## config.mk

```make
export PLATFORM = sky130hd
export DESIGN_NAME = pwm_duty_decoder
export DESIGN_NICKNAME = d
export VERILOG_FILES = /design/src/rtl/pwm_duty_decoder.sv
export SDC_FILE = /design/constraint.sdc
export NUM_CORES = 1
export LEC_CHECK = 0
export CORE_AREA = 2 2 178 180
export DETAILED_ROUTE_END_ITERATION = 12
export DIE_AREA = 0 0 180 182
export GPL_TIMING_DRIVEN = 0
export PLACE_DENSITY = 0.61
export SLEW_MARGIN = 20
export SYNTH_ARGS = -nofsm -noshare
export SYNTH_HDL_FRONTEND = slang
export SYNTH_SLANG_ARGS = --single-unit
```

## constraint.sdc

```tcl
create_clock -name clk -period 5.1 [get_ports clk]
set_input_delay 1.02 -clock clk [delete_from_list [all_inputs] [get_ports clk]]
set_output_delay 1.02 -clock clk [all_outputs]
set_load 0.02 [all_outputs]
```

## src/rtl/pwm_duty_decoder.sv

```systemverilog
// pwm_duty_decoder: measures the duty cycle of an asynchronous PWM input and reports it as 0..STEPS.
// Optional glitch filter between synchronizer and edge detector: define PWM_DEC_GLITCH_FILTER_EN.
//
// state  | meaning
// S_IDLE | counters held at 0, waiting for the first rising edge (also after a stuck timeout)
// S_MEAS | counting a period; each rising edge snapshots and restarts the counters
module pwm_duty_decoder #(
  parameter  int STEPS       = 100,
  parameter  int TIMEOUT_CLK = 200_000,
  parameter  int FILTER_LEN  = 4,
  localparam int W           = $clog2(TIMEOUT_CLK + 1),
  localparam int LW          = $clog2(STEPS + 1),
  localparam int NUM_W       = W + LW,
  localparam int DIV_CYCLES  = NUM_W
) (
  input  logic          clk,
  input  logic          rst_n,
  input  logic          pwm_in,
  output logic [LW-1:0] level,
  output logic [W-1:0]  high_cnt,
  output logic [W-1:0]  period_cnt,
  output logic          level_valid,
  output logic          busy,
  output logic          stuck
);

  localparam int CW = $clog2(DIV_CYCLES + 1);

  typedef enum logic {S_IDLE = 1'b0, S_MEAS = 1'b1} state_t;

  state_t        r_state, w_state_nxt;
  logic [1:0]    r_sync;
  logic          w_pwm_s, r_pwm_d, w_rise, w_edge;
  logic [W-1:0]  r_per, r_hi, r_wd;
  logic          w_restart, w_snap, w_timeout, w_wd_exp;
  logic          r_busy, w_div_done, w_start;
  logic [CW-1:0] r_div_cnt;
  logic [NUM_W-1:0] r_quo, w_prod;
  logic [W-1:0]  r_rem, r_div_per, r_div_hi;
  logic [W:0]    w_rem_sh, w_trial;
  logic [LW-1:0] w_level_clamp, r_level;
  logic [W-1:0]  r_high_cnt, r_period_cnt;
  logic          r_level_valid, r_stuck;

  always_ff @(posedge clk or negedge rst_n) begin
    if (!rst_n) r_sync <= '0;
    else        r_sync <= {r_sync[0], pwm_in};
  end

`ifdef PWM_DEC_GLITCH_FILTER_EN
  localparam int FW = $clog2(FILTER_LEN + 1);
  logic [FW-1:0] r_flt_cnt;
  logic          r_flt;

  // the filtered level follows only after FILTER_LEN consecutive disagreeing samples
  always_ff @(posedge clk or negedge rst_n) begin
    if (!rst_n) begin
      r_flt_cnt <= '0;
      r_flt     <= 1'b0;
    end else if (r_sync[1] == r_flt) begin
      r_flt_cnt <= '0;
    end else if (r_flt_cnt == FW'(FILTER_LEN - 1)) begin
      r_flt     <= r_sync[1];
      r_flt_cnt <= '0;
    end else begin
      r_flt_cnt <= r_flt_cnt + 1'b1;
    end
  end
  assign w_pwm_s = r_flt;
`else
  assign w_pwm_s = r_sync[1];
`endif

  always_ff @(posedge clk or negedge rst_n) begin
    if (!rst_n) r_pwm_d <= 1'b0;
    else        r_pwm_d <= w_pwm_s;
  end
  assign w_rise   = w_pwm_s & ~r_pwm_d;
  assign w_edge   = w_pwm_s ^ r_pwm_d;
  assign w_wd_exp = ~w_edge && (r_wd == W'(TIMEOUT_CLK - 1));

  always_ff @(posedge clk or negedge rst_n) begin
    if (!rst_n) r_state <= S_IDLE;
    else        r_state <= w_state_nxt;
  end

  always_comb begin
    w_state_nxt = r_state;
    w_restart   = 1'b0;
    w_snap      = 1'b0;
    w_timeout   = 1'b0;
    case (r_state)
      S_IDLE: begin
        if (w_rise) begin
          w_restart   = 1'b1;
          w_state_nxt = S_MEAS;
        end
      end
      S_MEAS: begin
        if (w_rise) begin
          w_restart = 1'b1;
          w_snap    = 1'b1;
        end else if (w_wd_exp) begin
          w_timeout   = 1'b1;
          w_state_nxt = S_IDLE;
        end
      end
      default: w_state_nxt = S_IDLE;
    endcase
  end

  always_ff @(posedge clk or negedge rst_n) begin
    if (!rst_n) begin
      r_per <= '0;
      r_hi  <= '0;
      r_wd  <= '0;
    end else if (w_restart) begin
      r_per <= W'(1);
      r_hi  <= W'(1);
      r_wd  <= '0;
    end else if (w_timeout || (r_state == S_IDLE)) begin
      r_per <= '0;
      r_hi  <= '0;
      r_wd  <= '0;
    end else begin
      if (r_per != W'(TIMEOUT_CLK)) r_per <= r_per + 1'b1;
      if (w_pwm_s && (r_hi != W'(TIMEOUT_CLK))) r_hi <= r_hi + 1'b1;
      if (w_edge) r_wd <= '0;
      else if (r_wd != W'(TIMEOUT_CLK)) r_wd <= r_wd + 1'b1;
    end
  end

  // a snapshot taken on the completion cycle is accepted, keeping busy high
  assign w_div_done = r_busy && (r_div_cnt == '0);
  assign w_start    = w_snap && (!r_busy || w_div_done);
  assign w_prod     = NUM_W'(r_hi) * NUM_W'(STEPS);
  assign w_rem_sh   = {r_rem, r_quo[NUM_W-1]};
  assign w_trial    = w_rem_sh - {1'b0, r_div_per};

  always_ff @(posedge clk or negedge rst_n) begin
    if (!rst_n) begin
      r_busy    <= 1'b0;
      r_div_cnt <= '0;
      r_quo     <= '0;
      r_rem     <= '0;
      r_div_per <= '0;
      r_div_hi  <= '0;
    end else if (w_start) begin
      r_busy    <= 1'b1;
      r_div_cnt <= CW'(DIV_CYCLES);
      r_quo     <= w_prod;
      r_rem     <= '0;
      r_div_per <= r_per;
      r_div_hi  <= r_hi;
    end else if (r_busy) begin
      if (r_div_cnt == '0) begin
        r_busy <= 1'b0;
      end else begin
        r_div_cnt <= r_div_cnt - 1'b1;
        r_quo     <= {r_quo[NUM_W-2:0], ~w_trial[W]};
        r_rem     <= w_trial[W] ? w_rem_sh[W-1:0] : w_trial[W-1:0];
      end
    end
  end

  assign w_level_clamp = (r_quo > NUM_W'(STEPS)) ? LW'(STEPS) : r_quo[LW-1:0];

  always_ff @(posedge clk or negedge rst_n) begin
    if (!rst_n) begin
      r_level       <= '0;
      r_high_cnt    <= '0;
      r_period_cnt  <= '0;
      r_level_valid <= 1'b0;
      r_stuck       <= 1'b0;
    end else begin
      r_level_valid <= 1'b0;
      if (w_timeout) begin
        r_stuck       <= 1'b1;
        r_level       <= w_pwm_s ? LW'(STEPS) : '0;
        r_high_cnt    <= '0;
        r_period_cnt  <= '0;
        r_level_valid <= 1'b1;
      end else begin
        if (w_rise) r_stuck <= 1'b0;
        if (w_div_done) begin
          r_level       <= w_level_clamp;
          r_high_cnt    <= r_div_hi;
          r_period_cnt  <= r_div_per;
          r_level_valid <= 1'b1;
        end
      end
    end
  end

  assign level       = r_level;
  assign high_cnt    = r_high_cnt;
  assign period_cnt  = r_period_cnt;
  assign level_valid = r_level_valid;
  assign busy        = r_busy;
  assign stuck       = r_stuck;

endmodule
```

==> results.py, run 1 <==
metrics = {
    "power_and_ir_drop": {
        "max-vdd-ir-drop_v": 0.000300,
        "p_int_w": 0.00350,
        "clkPwrFrac_pct": 22.6,
        "power_w": 0.00597,
        "p_sw_w": 0.00247,
        "power_density_mw_per_mm2": 473,
        "leakagePower_nw": 5.79,
        "power_frac_seq_pct": 34.7,
        "sw_frac_of_total_pct": 41.3,
        "pwr-share-comb_pct": 42.7,
    },
    "logic_synthesis": {
        "synth_edf_count": 0,
        "synth_flop_cell": "dfrtp_1",
        "synth_area_sq_mm": 0.0110,
        "yosysTopAreaCellShare_pct": 42.7,
        "synth_common_cells": "189 x nand2_1, 188 x dfrtp_1, 102 x inv_1, 99 x nor2_1, 91 x ha_1",
        "ys_seq_elements": 188,
        "synthArstFlopShare_pct": 100,
        "synth_area_per_cell_sq_um": 9.14,
        "synth.most_common_cell": "nand2_1",
        "ys_seq_area_share_pct": 42.7,
        "synth_largest_area_cell": "dfrtp_1",
        "yosysWarnings": 0,
        "synthTopCellsByArea": "dfrtp_1 43%, ha_1 10%, nand2_1 6.4%",
        "syn_nets": 1312,
        "ys_types": 66,
        "synthCells": 1204,
    },
    "critical_path": {
        "crit_start": "r_hi[2]",
        "rr_startpoint": "r_hi[2]",
        "setup.worst_path.class": "flop to flop",
        "cp_max_fo": 4,
        "critPathMaxStageDelay_ns": 0.46,
        "crit_arrival_ns": 4.12,
        "r2r_end": "r_quo[23]",
        "setup.worst_path.end": "r_quo[23]",
        "r2r.worst_path.cells": 12,
        "crit_chain": "inv_1, ha_1, ha_1, fa_1, ha_1, o21ai_0, o21ai_0, nand2_1, o21ai_0, a311oi_1, mux2i_1, a211oi_1",
        "required_ns": 5.46,
        "cp-start-kind": "flop",
        "ff2ff_setup_slack_ns": 1.34,
        "cp_slowest_cell": "fa_1",
        "crit_path_end_kind": "flop",
    },
    "clock_tree": {
        "cts.repair.resized": 0,
        "cts-buffers-inserted": 17,
        "cts_sinks": 188,
        "cts_tree": "done",
        "cts_buffer_depth": 2,
        "worstSkewPairLatency_ns": 0.45,
        "post_cts_buffers": 0,
        "ctsHtreeMaxLevel": 4,
        "cts_root_buf": "clkbuf_16",
        "cts_hold_buf": 0,
        "clkTransAtPathRegs_ns": 0.07,
    },
    "routing": {
        "vias_per_cell": 5.18,
        "ant_nets": 0,
        "wl_per_cell_microns": 16.3,
        "firstDrtPassIters": 5,
        "drt_iter0_drc": 698,
        "dr_total_vias": 8748,
        "drcViolationCount": 0,
        "wl_microns": 27500,
    },
    "global_routing": {
        "grt_pass1_wl_microns": 44900,
        "grt-ovfl-total": 0,
        "grt_start_max_net_pins": 90,
        "track_usage_pct": 17.1,
        "grt_pass1_vias": 8681,
        "antenna_found_initial": 0,
    },
    "placement": {
        "io_buffer_count": 48,
        "dpl.hpwl_microns": 20700,
        "pre_cts_ws_ns": 1.36,
        "routabilityCongestion": 0.860,
        "dpl_cell_area_sq_mm": 0.0121,
    },
    "sta": {
        "finalSetupViolCount": 0,
        "rsz0062_at_grt": "false",
        "max_clock_freq_mhz": 266,
        "worst_pin_slew_ns": 0.752,
        "final_max_slew_viol_count": 0,
        "slew_headroom_pct": 49.4,
        "hold_viol_final": 0,
        "finalCritPeriodShare_pct": 73.7,
        "fin_crit_ns": 3.76,
        "setup_slack_ns": 1.34,
        "skew_ns": 0.0108,
    },
    "final_layout": {
        "drive_gt1_share_pct": 5.21,
        "syn2layout_area_growth_pct": 14.8,
        "regArea_sq_mm": 0.00470,
        "antenna_cells": 0,
        "nNetsFinal": 1381,
        "multi_input_area_sq_mm": 0.00571,
        "nFillCells": 3087,
        "design_area_sq_mm": 0.0126,
    },
    "worst_hold_path": {
        "whs_path_depth": 0,
        "hold_path_class": "flop to flop",
    },
    "die": {
        "chipHeight_microns": 182,
        "core_area_sq_mm": 0.0310,
        "dieArea_sq_mm": 0.0328,
        "die_width_microns": 180,
        "num_rows": 65,
        "io_pins": 49,
        "start_util_pct": 35.5,
    },
    "flow_run": {
        "maxCapViolations": 0,
    },
    "outcome": {
        "outcome": "finished, final reports clean",
    },
}
## final cells by class
cell class | instances | area share (%)
plain buffers | 48 | 1.71
clock buffers | 18 | 3.40
clock inverters | 14 | 1.22
inverters | 102 | 3.03
multi-input cells | 866 | 45.2
flip-flops and latches | 188 | 37.2
well taps | 402 | 3.98
repair buffers | 50 | 4.28
## kinds of logic (layout without fill, tap and decap cells)
group / count (synthesis) / in the layout / synth area share [%]
xor gates and xnor gates: 79 / 79 / 6.45
AOI/OAI and AO/OA: 245 / 245 / 14.0
muxes: 9 / 9 / 0.818
and+or+nand+nor: 428 / 428 / 17.7
buffers and inverters: 150 / 232 / 5.44
DFF: 188 / 188 / 42.7
adders and majority gates: 105 / 105 / 12.9
## cell usage in the layout (no fill, tap or decap), types with 8 or more instances in the layout
| cell type | instances |
|---|---|
| clkdlybuf4s50_1 | 47 |
| xor2_1 | 32 |
| buf_2 | 14 |
| a21o_1 | 11 |
| fa_1 | 14 |
| xnor2_1 | 46 |
| nor3_1 | 10 |
| mux2i_1 | 9 |
| nand2b_1 | 9 |
| a21oi_1 | 77 |
| and3_1 | 12 |
| o211ai_1 | 10 |
| dfrtp_1 | 188 |
| o21ai_0 | 73 |
| inv_1 | 102 |
| clkbuf_16 | 17 |
| nand3_1 | 56 |
| a211oi_1 | 8 |
| clkbuf_1 | 30 |
| nand2_1 | 189 |
| ha_1 | 91 |
| nor4_1 | 10 |
| a32oi_1 | 8 |
| a31oi_1 | 9 |
| nor2_1 | 99 |
## metal layers
metal	track usage [%]	part of all wire [%]	routed length, microns
met1	22.0	45	12300
met2	28.8	48	13200
met3	2.73	3.5	974
met4	7.02	3.3	919
met5	0	0	0
## power by group through the flow
stage               combinational (W)  sequential, W  clock [W]
floorplan                     0.00184        0.00205          0
global placement              0.00248        0.00209          0
detailed placement            0.00253        0.00210          0
CTS                           0.00255        0.00207    0.00137
global route                  0.00286        0.00211    0.00144
finish                        0.00255        0.00207    0.00135
## worst min path at each step
stage / startpoint / end
finish: r_sync[0] / r_sync[1]
global route: r_sync[0] / r_sync[1]
CTS: r_sync[0] / r_sync[1]
detailed placement: r_sync[0] / r_sync[1]
global placement: r_sync[0] / r_sync[1]
floorplan: r_sync[0] / r_sync[1]
## registers in the layout, indices dropped and copies added (netlist names)
signal,count
busy,1
high_cnt,18
level,7
level_valid,1
period_cnt,18
r_div_cnt,5
r_div_hi,18
r_div_per,18
r_hi,18
r_per,18
r_pwm_d,1
r_quo,25
r_rem,18
r_state,1
r_sync,2
r_wd,18
stuck,1
## worst max-delay path: cells and delay by family, from the launching register on
family	cells	cell delay [ns]
AOI/OAI and AO/OA	5	1.27
adders and majority gates	4	1.49
buffers and inverters	1	0.16
DFF	1	0.45
muxes	1	0.15
and+or+nand+nor	1	0.15
## per-stage QoR
| stage | std cells | utilization [%] | setup TNS, ns | hold slack, ns |
|---|---|---|---|---|
| 6_report | 1688 | 40.8 | 0 | 0.361 |
| 3_5_place_dp | 1656 | 38.9 | 0 | 0.348 |
| 4_1_cts | 1688 | 40.8 | 0 | 0.364 |
| 3_3_place_gp | 1654 | 38.7 | -968.26 | 0.341 |
| 5_1_grt | 1688 | 40.8 | 0 | 0.366 |
| 2_1_floorplan | 1204 | - | 0 | 0.331 |
(Power assumes the default switching activity.)
==> run 2: changes to the inputs <==
==> constraint.sdc (replaced) <==
create_clock -name clk -period 3.65 [get_ports clk]
set_input_delay 0.73 -clock clk [delete_from_list [all_inputs] [get_ports clk]]
set_output_delay 0.73 -clock clk [all_outputs]
set_load 0.02 [all_outputs]
==> run 2 against run 1 <==
Core utilization increased by 0.17 points. Sequential share of layout area down 0.10 points. Largest power group unchanged. Register-to-register slack worse by 1.2 ns. Worst setup slack got worse by 1.2 ns. Via count decreased by 0.17%. Critical path depth unchanged. Die area stayed put. Global-route usage is essentially flat.
==> results.py, run 2 (same netlist as run 1, synthesis figures left out) <==
metrics = {
    "global_routing": {
        "grt_pass1_wl_microns": 45000,
        "grt_pass1_vias": 8703,
        "grt_start_max_net_pins": 90,
        "track_usage_pct": 17.2,
        "grt-ovfl-total": 0,
        "antenna_found_initial": 0,
    },
    "critical_path": {
        "r2r_end": "r_quo[22]",
        "r2r.worst_path.cells": 12,
        "required_ns": 4.01,
        "crit_arrival_ns": 3.87,
        "crit_path_end_kind": "flop",
        "cp-start-kind": "flop",
        "setup.worst_path.class": "flop to flop",
        "cp_max_fo": 4,
        "ff2ff_setup_slack_ns": 0.14,
        "rr_startpoint": "r_hi[2]",
    },
    "power_and_ir_drop": {
        "power_frac_seq_pct": 34.7,
        "power_density_mw_per_mm2": 658,
        "p_sw_w": 0.00345,
        "max-vdd-ir-drop_v": 0.000421,
        "p_int_w": 0.00490,
        "leakagePower_nw": 5.80,
        "sw_frac_of_total_pct": 41.3,
        "clkPwrFrac_pct": 22.6,
        "power_w": 0.00835,
        "pwr-share-comb_pct": 42.8,
    },
    "sta": {
        "hold_viol_final": 0,
        "max_clock_freq_mhz": 285,
        "final_max_slew_viol_count": 0,
        "worst_pin_slew_ns": 0.758,
        "slew_headroom_pct": 49.0,
        "finalSetupViolCount": 0,
        "skew_ns": 0.0101,
        "finalCritPeriodShare_pct": 96.2,
        "fin_crit_ns": 3.51,
        "whs_ns": 0.162,
        "setup_slack_ns": 0.138,
    },
    "final_layout": {
        "antenna_cells": 0,
        "regArea_sq_mm": 0.00471,
        "layoutNonFillerInstCount": 1688,
        "multi_input_area_sq_mm": 0.00575,
        "drive_gt1_share_pct": 6.14,
        "final_common_cell": "nand2_1",
        "syn2layout_area_growth_pct": 15.3,
        "largest_reg_flops": 25,
        "layout_common_cells": "189 x nand2_1, 183 x dfrtp_1, 102 x inv_1",
        "nFillCells": 3084,
        "nNetsFinal": 1381,
        "design_area_sq_mm": 0.0127,
        "top_register": "r_quo",
    },
    "routing": {
        "wl_per_cell_microns": 16.3,
        "dr_total_vias": 8733,
        "drcViolationCount": 0,
        "wl_microns": 27500,
        "drt_iter0_drc": 782,
        "ant_nets": 0,
        "firstDrtPassIters": 5,
        "vias_per_cell": 5.17,
    },
    "clock_tree": {
        "clkTransAtPathRegs_ns": 0.07,
        "worstSkewPairLatency_ns": 0.45,
        "cts_buffer_depth": 2,
        "cts.repair.resized": 3,
        "ctsHtreeMaxLevel": 4,
        "cts_hold_buf": 0,
        "post_cts_buffers": 0,
        "cts-buffers-inserted": 17,
        "cts_sinks": 188,
        "cts_root_buf": "clkbuf_16",
        "cts_tree": "done",
    },
    "die": {
        "chipHeight_microns": 182,
        "num_rows": 65,
        "die_width_microns": 180,
        "io_pins": 49,
        "start_util_pct": 35.5,
        "core_area_sq_mm": 0.0310,
        "dieArea_sq_mm": 0.0328,
    },
    "flow_run": {
        "maxCapViolations": 0,
    },
    "placement": {
        "dp_cells": 1656,
        "routabilityCongestion": 0.860,
        "io_buffer_count": 48,
        "pre_cts_ws_ns": -0.0854,
        "dpl_cell_area_sq_mm": 0.0121,
        "dpl.hpwl_microns": 20700,
    },
    "worst_hold_path": {
        "hold_path_class": "input pin to async pin",
    },
    "outcome": {
        "outcome": "finished, final reports clean",
    },
}
[run 2: cell counts in the layout (fill, tap and decap cells not counted)]
Identical to the previous run, type by type.
[run 2: final cells by class]
class	count	share of cell area [%]
Clock buffer	18	3.38
Tap cell	402	3.96
Timing Repair Buffer	50	4.26
Sequential cell	188	37.1
Buffer	48	1.71
Inverter	102	3.02
Multi-Input combinational cell	866	45.3
Clock inverter	14	1.21
[run 2: through the flow]
| stage | setup TNS [ns] | util (%) |
|---|---|---|
| global placement | -1186.45 | 38.7 |
| floorplan | 0 | - |
| finish | 0 | 41.0 |
| CTS | 0 | 40.8 |
| detailed placement | -0.154 | 38.9 |
| global route | -0.0208 | 41.0 |
[run 2: power by group through the flow]
| stage | Sequential (W) | Combinational, W | Clock, W |
|---|---|---|---|
| 5_1_grt | 0.00295 | 0.00400 | 0.00201 |
| 2_1_floorplan | 0.00286 | 0.00256 | 0 |
| 4_1_cts | 0.00289 | 0.00356 | 0.00191 |
| 3_3_place_gp | 0.00292 | 0.00347 | 0 |
| 3_5_place_dp | 0.00293 | 0.00353 | 0 |
| 6_report | 0.00290 | 0.00357 | 0.00188 |
[run 2: worst max path at each step]
stage                  from           to  slack (ns)
global placement      rst_n  high_cnt[9]       -6.33
CTS                 r_hi[2]    r_quo[23]        0.03
detailed placement  r_hi[2]    r_quo[23]       -0.09
global route        r_hi[9]    r_quo[23]       -0.02
finish              r_hi[2]    r_quo[22]        0.14
floorplan           r_hi[6]    r_quo[24]        0.42
[run 2: worst max-delay path, stage by stage, from the launching register on]
cell and delay, ns:
dfrtp_2 0.45, inv_1 0.18, ha_1 0.28, ha_1 0.32, fa_1 0.46, ha_1 0.36, a21o_1 0.25, a221oi_4 0.33
o21bai_2 0.14, o22ai_1 0.23, xnor2_1 0.17, nor2_1 0.07, o21ai_0 0.18
[run 2: layer usage]
layer,global-route usage [%],routed length (microns),vias up
met1,22.1,12400,4278
met3,2.73,970,45
met5,0,0,-
met4,7.02,870,0
met2,28.9,13300,158
li1,-,-,4252
==> run 3: changes to the inputs <==
==> config.mk (replaced) <==
export PLATFORM = sky130hd
export DESIGN_NAME = pwm_duty_decoder
export DESIGN_NICKNAME = d
export VERILOG_FILES = /design/src/rtl/pwm_duty_decoder.sv
export SDC_FILE = /design/constraint.sdc
export NUM_CORES = 1
export LEC_CHECK = 0
export CORE_AREA = 2 2 254 131
export DETAILED_ROUTE_END_ITERATION = 12
export DIE_AREA = 0 0 256 133
export GPL_TIMING_DRIVEN = 0
export PLACE_DENSITY = 0.6
export SYNTH_ARGS = -nofsm -noshare
export SYNTH_HDL_FRONTEND = slang
export SYNTH_SLANG_ARGS = --single-unit
==> run 3 against run 2 <==
Fmax down 1.6%. Power up 3.9%. Global-route usage up 2.2 points. Die area up 3.9%. Non-clock buffer count up 6. Hold slack worse by 0.019 ns. Clock skew up 0.0026 ns. First-iteration DRC count up 24%. Sequential share of layout area down 0.49 points. Clock-buffer cell count unchanged. Sequential cell count unchanged. Routed wire length up 17%. Critical endpoint is now r_quo[23]. Largest power group unchanged.
==> results.py, run 3 (same netlist as run 1, synthesis figures left out) <==
metrics = {
    "die": {
        "dieArea_sq_mm": 0.0340,
        "core_area_sq_mm": 0.0322,
        "chipHeight_microns": 133,
        "num_rows": 47,
        "die_width_microns": 256,
        "start_util_pct": 34.2,
        "io_pins": 49,
    },
    "clock_tree": {
        "cts_sinks": 188,
        "ctsHtreeMaxLevel": 4,
        "worstSkewPairLatency_ns": 0.46,
        "clkTransAtPathRegs_ns": 0.08,
        "cts_tree": "done",
        "cts-buffers-inserted": 17,
        "cts_root_buf": "clkbuf_16",
        "cts_hold_buf": 0,
        "cts_buffer_depth": 2,
    },
    "critical_path": {
        "ff2ff_setup_slack_ns": 0.08,
        "cp-start-kind": "flop",
        "r2r_end": "r_quo[23]",
        "setup.worst_path.end": "r_quo[23]",
        "r2r.worst_path.cells": 12,
        "crit_chain": "inv_1, ha_1, ha_1, fa_1, ha_1, a211oi_1, o21ai_1, nand2_1, o21ai_2, a311oi_2, mux2i_1, a211oi_2",
        "rr_startpoint": "r_hi[3]",
        "cp_common_cell": "ha_1",
        "crit_arrival_ns": 3.88,
        "required_ns": 3.96,
        "cp_slowest_cell": "fa_1",
        "cp_max_fo": 4,
        "crit_path_end_kind": "flop",
        "crit_start": "r_hi[3]",
        "critPathMaxStageDelay_ns": 0.48,
        "setup.worst_path.class": "flop to flop",
    },
    "final_layout": {
        "layoutNonFillerInstCount": 1733,
        "layout_common_cells": "189 x nand2_1, 184 x dfrtp_1, 99 x inv_1, 99 x nor2_1, 88 x ha_1",
        "multi_input_area_sq_mm": 0.00580,
        "top_register": "r_quo",
        "regArea_sq_mm": 0.00471,
        "antenna_cells": 0,
        "nNetsFinal": 1387,
        "nFillCells": 3180,
        "largest_reg_flops": 25,
        "final_common_cell": "nand2_1",
        "syn2layout_area_growth_pct": 16.8,
        "drive_gt1_share_pct": 7.35,
    },
    "sta": {
        "skew_ns": 0.0128,
        "finalSetupViolCount": 0,
        "hold_viol_final": 0,
        "finalCritPeriodShare_pct": 97.8,
        "worst_pin_slew_ns": 0.896,
        "rsz0062_at_grt": "true",
        "final_max_slew_viol_count": 0,
        "slew_headroom_pct": 39.7,
        "fin_crit_ns": 3.57,
        "max_clock_freq_mhz": 280,
    },
    "global_routing": {
        "grt_start_max_net_pins": 78,
        "track_usage_pct": 19.4,
        "gr-usage-met1_pct": 33.7,
        "top_usage_layer": "met1",
        "grt_pass1_vias": 8397,
        "grt-ovfl-total": 0,
        "grt.met3_usage_pct": 5.57,
        "use_met2_pct": 21.6,
        "antenna_found_initial": 2,
        "grt_pass1_wl_microns": 50200,
    },
    "routing": {
        "vias_per_cell": 5.20,
        "wl_per_cell_microns": 18.5,
        "ant_nets": 0,
        "wl_microns": 32100,
        "dr_total_vias": 9018,
        "drcViolationCount": 0,
        "firstDrtPassIters": 7,
        "drt_iter0_drc": 970,
    },
    "power_and_ir_drop": {
        "power_w": 0.00868,
        "sw_frac_of_total_pct": 41.8,
        "leakagePower_nw": 5.88,
        "pwr-share-comb_pct": 43.2,
        "p_sw_w": 0.00363,
        "max-vdd-ir-drop_v": 0.000364,
        "clkPwrFrac_pct": 23.0,
        "p_int_w": 0.00505,
        "power_density_mw_per_mm2": 675,
        "power_frac_seq_pct": 33.7,
    },
    "placement": {
        "dpl.hpwl_microns": 24300,
        "dp_cells": 1695,
        "routabilityCongestion": 0.903,
        "io_buffer_count": 48,
    },
    "flow_run": {
        "maxCapViolations": 0,
    },
    "worst_hold_path": {
        "hold_path_class": "input pin to async pin",
    },
    "outcome": {
        "outcome": "finished, final reports clean",
    },
}
[run 3: metrics by stage]
stage,utilization [%],worst slack [ns],area [sq um],TNS (ns),hold slack [ns]
3_5_place_dp,37.6,-0.174,12100,-0.640,0.354
2_1_floorplan,-,0.422,11000,0,0.331
6_report,40.0,0.0816,12900,0,0.143
4_1_cts,39.6,0.0115,12800,0,0.138
3_3_place_gp,37.4,-6.25,12000,-1170.22,0.334
5_1_grt,40.0,0.00410,12900,0,0.151
[run 3: cell type report]
type	count	share of cell area, %
multi-input cells	866	45.1
flip-flops and latches	188	36.6
repair buffers	56	4.55
well taps	441	4.29
clock buffers	18	3.34
inverters	102	2.98
plain buffers	48	1.68
clock inverters	14	1.41
[run 3: layer usage]
layer,vias up,part of all wire (%)
li1,4259,-
met1,4394,55
met2,345,34
met3,20,10
met4,0,0.78
met5,-,0
[run 3: worst min-delay path by stage]
stage | start | slack, ns | to | cells past startpoint
floorplan | r_sync[0] | 0.33 | r_sync[1] | 0
global placement | r_sync[0] | 0.33 | r_sync[1] | 0
detailed placement | r_sync[0] | 0.35 | r_sync[1] | 0
CTS | rst_n | 0.14 | r_wd[9] | 1
global route | rst_n | 0.15 | r_wd[9] | 1
finish | rst_n | 0.14 | r_wd[9] | 1
[run 3: worst max-delay path: cells and delay by family (launching register included)]
| family | cells | cell delay, ns |
|---|---|---|
| adder cells (fa/ha/maj) | 4 | 1.35 |
| AO/OA/AOI/OAI | 5 | 1.07 |
| flip-flops | 1 | 0.44 |
| multiplexers | 1 | 0.26 |
| buffers and inverters | 1 | 0.18 |
| AND/OR/NAND/NOR | 1 | 0.14 |
[run 3: timing repair]
action / in CTS / in global routing
setup buffers: 2 / 4
pin swaps: 1 / 2
gates resized for setup: 8 / 19
setup endpoints to repair: 7 / 7
[run 3: power groups by stage]
stage                     Clock (W)  Sequential, W  Combinational (W)
after floorplan                   0        0.00286            0.00256
after global placement            0        0.00294            0.00354
after detailed placement          0        0.00295            0.00363
after CTS                   0.00204        0.00291            0.00366
after global routing        0.00213        0.00297            0.00413
final                       0.00200        0.00293            0.00375
